`config.mk`:
```
export PLATFORM = sky130hd
export DESIGN_NAME = ring_router_q
export DESIGN_NICKNAME = d
export VERILOG_FILES = /design/src/rtl/ring_router_q.sv
export SDC_FILE = /design/constraint.sdc
export NUM_CORES = 1
export LEC_CHECK = 0
export ABC_CLOCK_PERIOD_IN_PS = 12200
export BUFFER_PORTS_ARGS = -buffer_cell sky130_fd_sc_hd__clkbuf_2
export CORE_ASPECT_RATIO = 2
export CORE_MARGIN = 5
export CORE_UTILIZATION = 54
export DETAILED_ROUTE_END_ITERATION = 8
export PLACE_DENSITY = 0.81
export SLEW_MARGIN = 10
export SYNTH_ARGS = -nofsm -noshare
export SYNTH_HDL_FRONTEND = slang
export SYNTH_SLANG_ARGS = --single-unit
```
`constraint.sdc`:
```
create_clock -name clk_i -period 12.2 [get_ports clk_i]
set_input_delay 1.83 -clock clk_i [delete_from_list [all_inputs] [get_ports clk_i]]
set_output_delay 1.83 -clock clk_i [all_outputs]
set_load 0.03 [all_outputs]
```
`src/rtl/ring_router_q.sv`:
```
// Per-cluster ring router: two input FIFOs, two spill-register ring outputs, LOCAL/BYPASS/TEE routing.
// Optional perf counters (perf_fwd_cnt_o, perf_stall_cnt_o) when RING_ROUTER_PERF_CNT_EN is defined.
module ring_router_q #(
  parameter int unsigned DataWidth = 64,
  parameter int unsigned FifoDepth = 4,
  parameter int unsigned LenWidth  = 16
) (
  input  logic                 clk_i,
  input  logic                 rst_i,
  input  logic                 conf_valid_i,
  output logic                 conf_ready_o,
  input  logic                 conf_dir_i,
  input  logic [1:0]           conf_mode_i,
  input  logic [LenWidth-1:0]  conf_len_i,
  output logic                 busy_o,
  output logic                 done_o,
  input  logic [DataWidth-1:0] sldu_i,
  input  logic                 sldu_valid_i,
  output logic                 sldu_ready_o,
  output logic [DataWidth-1:0] sldu_o,
  output logic                 sldu_valid_o,
  input  logic                 sldu_ready_i,
  input  logic [DataWidth-1:0] ring_left_i,
  input  logic                 ring_left_valid_i,
  output logic                 ring_left_ready_o,
  input  logic [DataWidth-1:0] ring_right_i,
  input  logic                 ring_right_valid_i,
  output logic                 ring_right_ready_o,
  output logic [DataWidth-1:0] ring_left_o,
  output logic                 ring_left_valid_o,
  input  logic                 ring_left_ready_i,
  output logic [DataWidth-1:0] ring_right_o,
  output logic                 ring_right_valid_o,
  input  logic                 ring_right_ready_i
`ifdef RING_ROUTER_PERF_CNT_EN
  ,
  output logic [31:0]          perf_fwd_cnt_o,
  output logic [31:0]          perf_stall_cnt_o
`endif
);

  localparam int unsigned AW = $clog2(FifoDepth);
  localparam logic [AW:0] PtrOne = {{AW{1'b0}}, 1'b1};
  localparam logic [1:0] MODE_LOCAL = 2'b00;
  localparam logic [1:0] MODE_TEE   = 2'b10;

  typedef enum logic [1:0] {IDLE, ACTIVE, DRAIN} state_e;

  state_e              state_q;
  logic                dir_q;
  logic [1:0]          mode_q;
  logic [LenWidth-1:0] cnt_q;
  logic                done_len0_q;
  logic                taken_sldu_q, taken_dn_q;
  logic                taken_sldu_d, taken_dn_d;

  // Port index 0 = left, 1 = right for all per-port arrays below.
  logic [DataWidth-1:0] in_data [2];
  logic [1:0]           in_valid;
  logic [1:0]           out_ready;

  logic [DataWidth-1:0] fifo_mem_q [2][FifoDepth];
  logic [AW:0]          wr_ptr_q [2];
  logic [AW:0]          rd_ptr_q [2];
  logic [1:0]           fifo_full, fifo_empty, fifo_push, fifo_pop;
  logic [DataWidth-1:0] fifo_head [2];

  logic [DataWidth-1:0] sp_a_q [2];
  logic [DataWidth-1:0] sp_b_q [2];
  logic [1:0]           sp_a_full_q, sp_b_full_q;
  logic [1:0]           sp_push, sp_pop;

  logic                 up_sel, dn_sel, active, head_valid, dn_room;
  logic [DataWidth-1:0] head_data, dn_data;
  logic                 sldu_valid, sldu_rdy, dn_push, up_pop, sldu_got, dn_got;
  logic                 conf_accept, drain_done;

  assign in_data[0] = ring_left_i;
  assign in_data[1] = ring_right_i;
  assign in_valid   = {ring_right_valid_i, ring_left_valid_i};
  assign out_ready  = {ring_right_ready_i, ring_left_ready_i};

  always_comb begin
    for (int i = 0; i < 2; i++) begin
      fifo_empty[i] = (wr_ptr_q[i] == rd_ptr_q[i]);
      fifo_full[i]  = (wr_ptr_q[i][AW] != rd_ptr_q[i][AW]) &&
                      (wr_ptr_q[i][AW-1:0] == rd_ptr_q[i][AW-1:0]);
      fifo_head[i]  = fifo_mem_q[i][rd_ptr_q[i][AW-1:0]];
    end
  end

  assign fifo_push = in_valid & ~fifo_full;

  always_ff @(posedge clk_i) begin
    for (int i = 0; i < 2; i++) begin
      if (fifo_push[i]) fifo_mem_q[i][wr_ptr_q[i][AW-1:0]] <= in_data[i];
    end
  end

  always_ff @(posedge clk_i) begin
    if (rst_i) begin
      for (int i = 0; i < 2; i++) begin
        wr_ptr_q[i] <= '0;
        rd_ptr_q[i] <= '0;
      end
    end else begin
      for (int i = 0; i < 2; i++) begin
        if (fifo_push[i]) wr_ptr_q[i] <= wr_ptr_q[i] + PtrOne;
        if (fifo_pop[i])  rd_ptr_q[i] <= rd_ptr_q[i] + PtrOne;
      end
    end
  end

  // Upstream is the neighbour data flows from: right for slidedown, left for slideup.
  assign up_sel     = ~dir_q;
  assign dn_sel     = dir_q;
  assign active     = (state_q == ACTIVE);
  assign head_valid = active & ~fifo_empty[up_sel];
  assign head_data  = fifo_head[up_sel];
  assign dn_room    = ~sp_b_full_q[dn_sel];

  always_comb begin
    sldu_valid   = 1'b0;
    sldu_rdy     = 1'b0;
    dn_push      = 1'b0;
    dn_data      = head_data;
    up_pop       = 1'b0;
    sldu_got     = 1'b0;
    dn_got       = 1'b0;
    taken_sldu_d = taken_sldu_q;
    taken_dn_d   = taken_dn_q;
    case (mode_q)
      MODE_LOCAL: begin
        sldu_valid = head_valid;
        up_pop     = head_valid & sldu_ready_i;
        sldu_rdy   = active & dn_room;
        dn_push    = sldu_valid_i & sldu_rdy;
        dn_data    = sldu_i;
      end
      MODE_TEE: begin
        // The head leaves the FIFO only once both destinations have it, possibly in different cycles.
        sldu_valid   = head_valid & ~taken_sldu_q;
        dn_push      = head_valid & ~taken_dn_q & dn_room;
        sldu_got     = taken_sldu_q | (sldu_valid & sldu_ready_i);
        dn_got       = taken_dn_q | dn_push;
        up_pop       = head_valid & sldu_got & dn_got;
        taken_sldu_d = sldu_got & ~up_pop;
        taken_dn_d   = dn_got & ~up_pop;
      end
      default: begin
        dn_push = head_valid & dn_room;
        up_pop  = dn_push;
      end
    endcase
  end

  assign fifo_pop = up_sel ? {up_pop, 1'b0} : {1'b0, up_pop};
  assign sp_push  = dn_sel ? {dn_push, 1'b0} : {1'b0, dn_push};
  assign sp_pop   = sp_a_full_q & out_ready;

  always_ff @(posedge clk_i) begin
    if (rst_i) begin
      sp_a_full_q <= '0;
      sp_b_full_q <= '0;
      for (int i = 0; i < 2; i++) begin
        sp_a_q[i] <= '0;
        sp_b_q[i] <= '0;
      end
    end else begin
      for (int i = 0; i < 2; i++) begin
        if (sp_pop[i]) begin
          if (sp_b_full_q[i]) begin
            sp_a_q[i]      <= sp_b_q[i];
            sp_b_full_q[i] <= 1'b0;
          end else if (sp_push[i]) begin
            sp_a_q[i] <= dn_data;
          end else begin
            sp_a_full_q[i] <= 1'b0;
          end
        end else if (sp_push[i]) begin
          if (!sp_a_full_q[i]) begin
            sp_a_q[i]      <= dn_data;
            sp_a_full_q[i] <= 1'b1;
          end else begin
            sp_b_q[i]      <= dn_data;
            sp_b_full_q[i] <= 1'b1;
          end
        end
      end
    end
  end

  assign conf_accept = conf_valid_i & (state_q == IDLE);
  assign drain_done  = (state_q == DRAIN) & ~sp_a_full_q[dn_sel] & ~sp_b_full_q[dn_sel];

  always_ff @(posedge clk_i) begin
    if (rst_i) begin
      state_q      <= IDLE;
      dir_q        <= 1'b0;
      mode_q       <= MODE_LOCAL;
      cnt_q        <= '0;
      done_len0_q  <= 1'b0;
      taken_sldu_q <= 1'b0;
      taken_dn_q   <= 1'b0;
    end else begin
      done_len0_q <= 1'b0;
      case (state_q)
        IDLE: begin
          if (conf_valid_i) begin
            dir_q        <= conf_dir_i;
            mode_q       <= conf_mode_i;
            cnt_q        <= conf_len_i;
            taken_sldu_q <= 1'b0;
            taken_dn_q   <= 1'b0;
            if (conf_len_i == '0) done_len0_q <= 1'b1;
            else                  state_q     <= ACTIVE;
          end
        end
        ACTIVE: begin
          taken_sldu_q <= taken_sldu_d;
          taken_dn_q   <= taken_dn_d;
          if (up_pop) begin
            cnt_q <= cnt_q - LenWidth'(1);
            if (cnt_q == LenWidth'(1)) state_q <= DRAIN;
          end
        end
        DRAIN: begin
          if (drain_done) state_q <= IDLE;
        end
        default: state_q <= IDLE;
      endcase
    end
  end

  assign conf_ready_o       = (state_q == IDLE);
  assign busy_o             = (state_q != IDLE);
  assign done_o             = drain_done | done_len0_q;
  assign sldu_ready_o       = sldu_rdy;
  assign sldu_valid_o       = sldu_valid;
  assign sldu_o             = sldu_valid ? head_data : '0;
  assign ring_left_ready_o  = ~fifo_full[0];
  assign ring_right_ready_o = ~fifo_full[1];
  assign ring_left_o        = sp_a_q[0];
  assign ring_left_valid_o  = sp_a_full_q[0];
  assign ring_right_o       = sp_a_q[1];
  assign ring_right_valid_o = sp_a_full_q[1];

`ifdef RING_ROUTER_PERF_CNT_EN
  logic [31:0] perf_fwd_q, perf_stall_q;

  always_ff @(posedge clk_i) begin
    if (rst_i || conf_accept) begin
      perf_fwd_q   <= '0;
      perf_stall_q <= '0;
    end else begin
      if (sp_pop[dn_sel] && perf_fwd_q != '1) perf_fwd_q <= perf_fwd_q + 32'd1;
      if (sp_a_full_q[dn_sel] && !out_ready[dn_sel] && perf_stall_q != '1)
        perf_stall_q <= perf_stall_q + 32'd1;
    end
  end

  assign perf_fwd_cnt_o   = perf_fwd_q;
  assign perf_stall_cnt_o = perf_stall_q;
`else
  logic unused_conf_accept;
  assign unused_conf_accept = conf_accept;
`endif

endmodule

```
# After elaboration in Yosys (flattened, before gate mapping)
# Memories as Yosys holds them, arrays and structs flattened.
# Cells that the tools add are included.
# word_totals
register_bits	28
ram_bits	780
elab_cells	237
memories	5
# classes
add_sub_neg	5
n_lt_le_gt_ge	9
n_eq_ne	20
mux	116
bitwise	49
reduce_logical	22
# mem_list
name	depth	width	read_ports	rd_ports_with_merged_regs	write_ports	line	text
fifo_mem_q	2	256	2	0	2	62	logic [DataWidth-1:0] fifo_mem_q [2][FifoDepth];
sp_a_q	2	64	2	0	2	68	logic [DataWidth-1:0] sp_a_q [2];
sp_b_q	2	64	2	0	2	69	logic [DataWidth-1:0] sp_b_q [2];
rd_ptr_q	2	3	2	0	2	64	logic [AW:0] rd_ptr_q [2];
wr_ptr_q	2	3	2	0	2	63	logic [AW:0] wr_ptr_q [2];
# ops
cell	n
$mux 64	19
$mux 256	2
$bmux 64 s2	2
$demux 64 s2	2
$mux 1	71
$mux 16	2
$pmux 16 s2	1
$eq 16x1->1 const B	1
$logic_not 16->1	1
$sub 16x1->16 const B	1
$and 1x1->1	15
$or 1x1->1	15
$mux 2	7
$ne 2x2->1 const B	7
$add 3x1->3 const B	4
$ge 3x3->1 const B	4
$mux 3	4
$not 2->3	4
$reduce_and 3->1	4
$not 1->1	11
$pmux 1 s2	5
$reduce_bool 2->1	4
$eq 3x3->1	2
$lt 3x1->1 const B	2
17 further kinds	31

# Longest topological paths before layout
# depth
word_depth	16
depth_mapped	8

# Least setup slack after synthesis
# Ideal clock, no wire load.
# synth_path
path_kind	in2reg
start	input sldu_valid_i
end	memory sp_a_q[1][0], enable pin
setup_ns	0.499
t_arrival_ns	5.313
required_time_ns	11.701
slack_ns	6.387
cell_stages	5
n_path_buf	1
cell_sequence	nand4_1 > o31ai_4 > buf_2 > a21oi_1 > o21bai_1
# synth_rtl
element	line	text
from (decl)	18	input logic sldu_valid_i,
to (decl)	68	

# Final worst setup path
# layout_path
start	register dir_q
end	output sldu_o[36]
# layout_between
elab_chain_len	7
# layout_lines
element	line	text
from (decl)	50	logic dir_q;
from (signal assigned)	210	dir_q <= conf_dir_i;
$mux 1 (not written as such) (2 in series)	118	assign head_valid = active & ~fifo_empty[up_sel];
$not 1->1	118	
$and 1x1->1	118	
$and 1x1->1	142	sldu_valid = head_valid & ~taken_sldu_q;
$pmux 1 s2	132	case (mode_q)
$mux 64 *	240	assign sldu_o = sldu_valid ? head_data : '0;
to (decl)	20	output logic [DataWidth-1:0] sldu_o,
# Every way passes the cells marked *; elsewhere a longest branch is shown, timed or not. The select of a mux whose other input is x is not followed.

==> run metrics <==
status=complete, no violations; Synth Instances=2192; Post-synth EDFFs=780; Post CTS Setup Buffer Count=0; CP startpoint=dir_q$_SDFFE_PP0P_; Yosys reg bits=808; Detailed Route Iter0 Violations=2559; chip height=361 um; CP Max Fanout=67; nets@finish=2779; Hold Buf Count CTS=0; Critical Path AT=3770 ps; core box area=61000 sq um; Setup Crit Path Kind=register to output pin; VDD IR max=0.139 mV; Tightest Pin Transition=1240 ps; max_slew headroom=0.176; type of the worst min-delay path=register to register; Detailed Routing Iterations Pass 1=8; Async S/R FF share, synth=0; I/O Buffers=420; setup TNS=0 ps; Final min period=5600 ps; dpl cells=3257; total wire length=88.7 mm; root buffer cell=clkbuf_16; WP data required=10370 ps; worst skew pair latency=600 ps; top cell type's share of synthesized area=0.705; Leak Pwr=13.5 nW; reported max-cap violation count=0; Mean Syn Cell Area=15.2 sq um; Setup violations, final=0; post-route insts no fill=3402; crit end category=output pin; Die Span X=185 um; DRT antenna net count=0; final worst-path cycle share=0.459; RR Endpoint=sp_a_q[1][36]$_DFFE_PP_; largest net degree at the start of global routing=104; Hold Vio Cnt, Final=0; # fillers=4347; PD cells=165 nW/um^2; worst r2r src=dir_q$_SDFFE_PP0P_; unrepaired setup endpoints after global routing=no; vias per std cell=6.26; top post-synthesis cells by count=edfxtp_1, a21oi_1, nand3_1, mux2i_1, nor2_1; Starting Density=0.545; GRT overflow=0; Register Area=24000 sq um; Syn Nets=2424; Yosys warning count=0; critical path endpoint=sldu_o[36]; Vias=21300; Layout area overhead=14.9%; DR WL/cell=26.1 um; final-report max-slew violation count=0; FP Rows=128; sequential cell area fraction in the yosys report=0.722; clock sink count=808; CTS tree=yes; initial antenna violation count=24; H-tree depth=3; Reg clk slew, reported paths=70 ps; Yosys top cell by area=edfxtp_1; post-CTS resize count=0; Max clock buf depth=3; # DRC=0; Area contributors post-synth=edfxtp_1, mux4_2, mux2i_1; Total GRT Usage=0.257; Die ar.=66900 sq um; most frequent cell after synthesis=edfxtp_1; Placer Congestion=0.853; hold slack=488 ps; Setup Skew=25.8 ps; share of cells above drive strength 1=0.246; reg2reg setup slack=7800 ps; Multi-input gate area=8400 sq um; Cell Area, Synth=33200 sq um; vias in the first global route=21300; DPL Wire Length=58.5 mm; post-synth cell types=54; I/O Pins=421; crit path launch type=register; Synth Flop Type=edfxtp_1; path depth of the worst reg2reg path=8; Max Fclk=179 MHz; CTS buffer count=68; first-pass GRT wire length=129 mm
[layer usage]
metal	global-route usage	vias up	part of all wire
met5	0	-	0.00076
met4	0.108	10	0.040
met3	0.0458	183	0.094
met2	0.438	1264	0.51
met1	0.322	10600	0.35
li1	-	9235	-
[where the power goes]
| group | internal (mW) | total (mW) | switching (mW) | leakage (nW) |
|---|---|---|---|---|
| registers | 3.25 | 3.32 | 0.0626 | 7.70 |
| clock network | 1.21 | 2.18 | 0.972 | 1.08 |
| logic | 0.230 | 0.813 | 0.582 | 4.76 |
| total | 4.69 | 6.31 | 1.62 | 13.5 |
[layout make-up]
type	count	share of cell area
flip-flops and latches	808	0.628
multi-input cells	1150	0.220
repair buffers	442	0.0594
clock buffers	81	0.0458
well taps	780	0.0256
clock inverters	40	0.0119
inverters	77	0.00757
diodes	24	0.00157
[through the flow]
step | util | area [sq um] | setup slack, ps | power, mW
4_1_cts | 0.625 | 38100 | 6540 | 6.33
2_1_floorplan | - | 33200 | 6390 | 3.87
3_5_place_dp | 0.589 | 35900 | 7200 | 4.19
5_1_grt | 0.625 | 38200 | 6440 | 6.51
3_3_place_gp | 0.589 | 35900 | 7200 | 4.15
6_report | 0.626 | 38200 | 6600 | 6.31
[registers in the layout, summed over array words and instances (netlist names)]
name,cells
taken_sldu_q,1
mode_q,2
sp_b_full_q,2
cnt_q,16
sp_a_q,128
taken_dn_q,1
wr_ptr_q,6
state_q,2
sp_b_q,128
rd_ptr_q,6
dir_q,1
done_len0_q,1
fifo_mem_q,512
sp_a_full_q,2
[cells in the final DEF, fill, tap and decap left out, types with 67 or more instances in the layout]
cell       count
a31oi_1       67
edfxtp_1     780
o21ai_0       70
nand2_1       80
nor2b_1       70
clkbuf_16     68
nor2_1        97
mux2i_1      130
nand3_1      138
clkbuf_2     420
inv_1         76
a21oi_1      165
[critical path, stage by stage (launching register included)]
cell	delay, ps
dfxtp_1	450
inv_2	90
buf_4	650
and4bb_2	380
nor2_1	200
nand2_4	470
a21oi_1	570
clkbuf_2	290
[logic make-up after synthesis]
kind of cell	count (synthesis)	synth area share
AOI/OAI and AO/OA	473	0.0901
buffers and inverters	234	0.0292
muxes	195	0.0829
adders and majority gates	12	0.00452
and+or+nand+nor	459	0.0686
DFF	808	0.722
xor gates and xnor gates	11	0.00290
[worst min-delay path by stage]
stage	endpoint	cells after the start	start	slack, ps
floorplan	cnt_q[13]$_SDFFE_PP0P_	2	cnt_q[13]$_SDFFE_PP0P_	450
global placement	cnt_q[13]$_SDFFE_PP0P_	2	cnt_q[13]$_SDFFE_PP0P_	460
detailed placement	cnt_q[9]$_SDFFE_PP0P_	2	cnt_q[9]$_SDFFE_PP0P_	480
finish	cnt_q[9]$_SDFFE_PP0P_	2	cnt_q[9]$_SDFFE_PP0P_	490
CTS	cnt_q[9]$_SDFFE_PP0P_	2	cnt_q[9]$_SDFFE_PP0P_	490
global route	cnt_q[9]$_SDFFE_PP0P_	2	cnt_q[9]$_SDFFE_PP0P_	520
(Power assumes the default switching activity.)
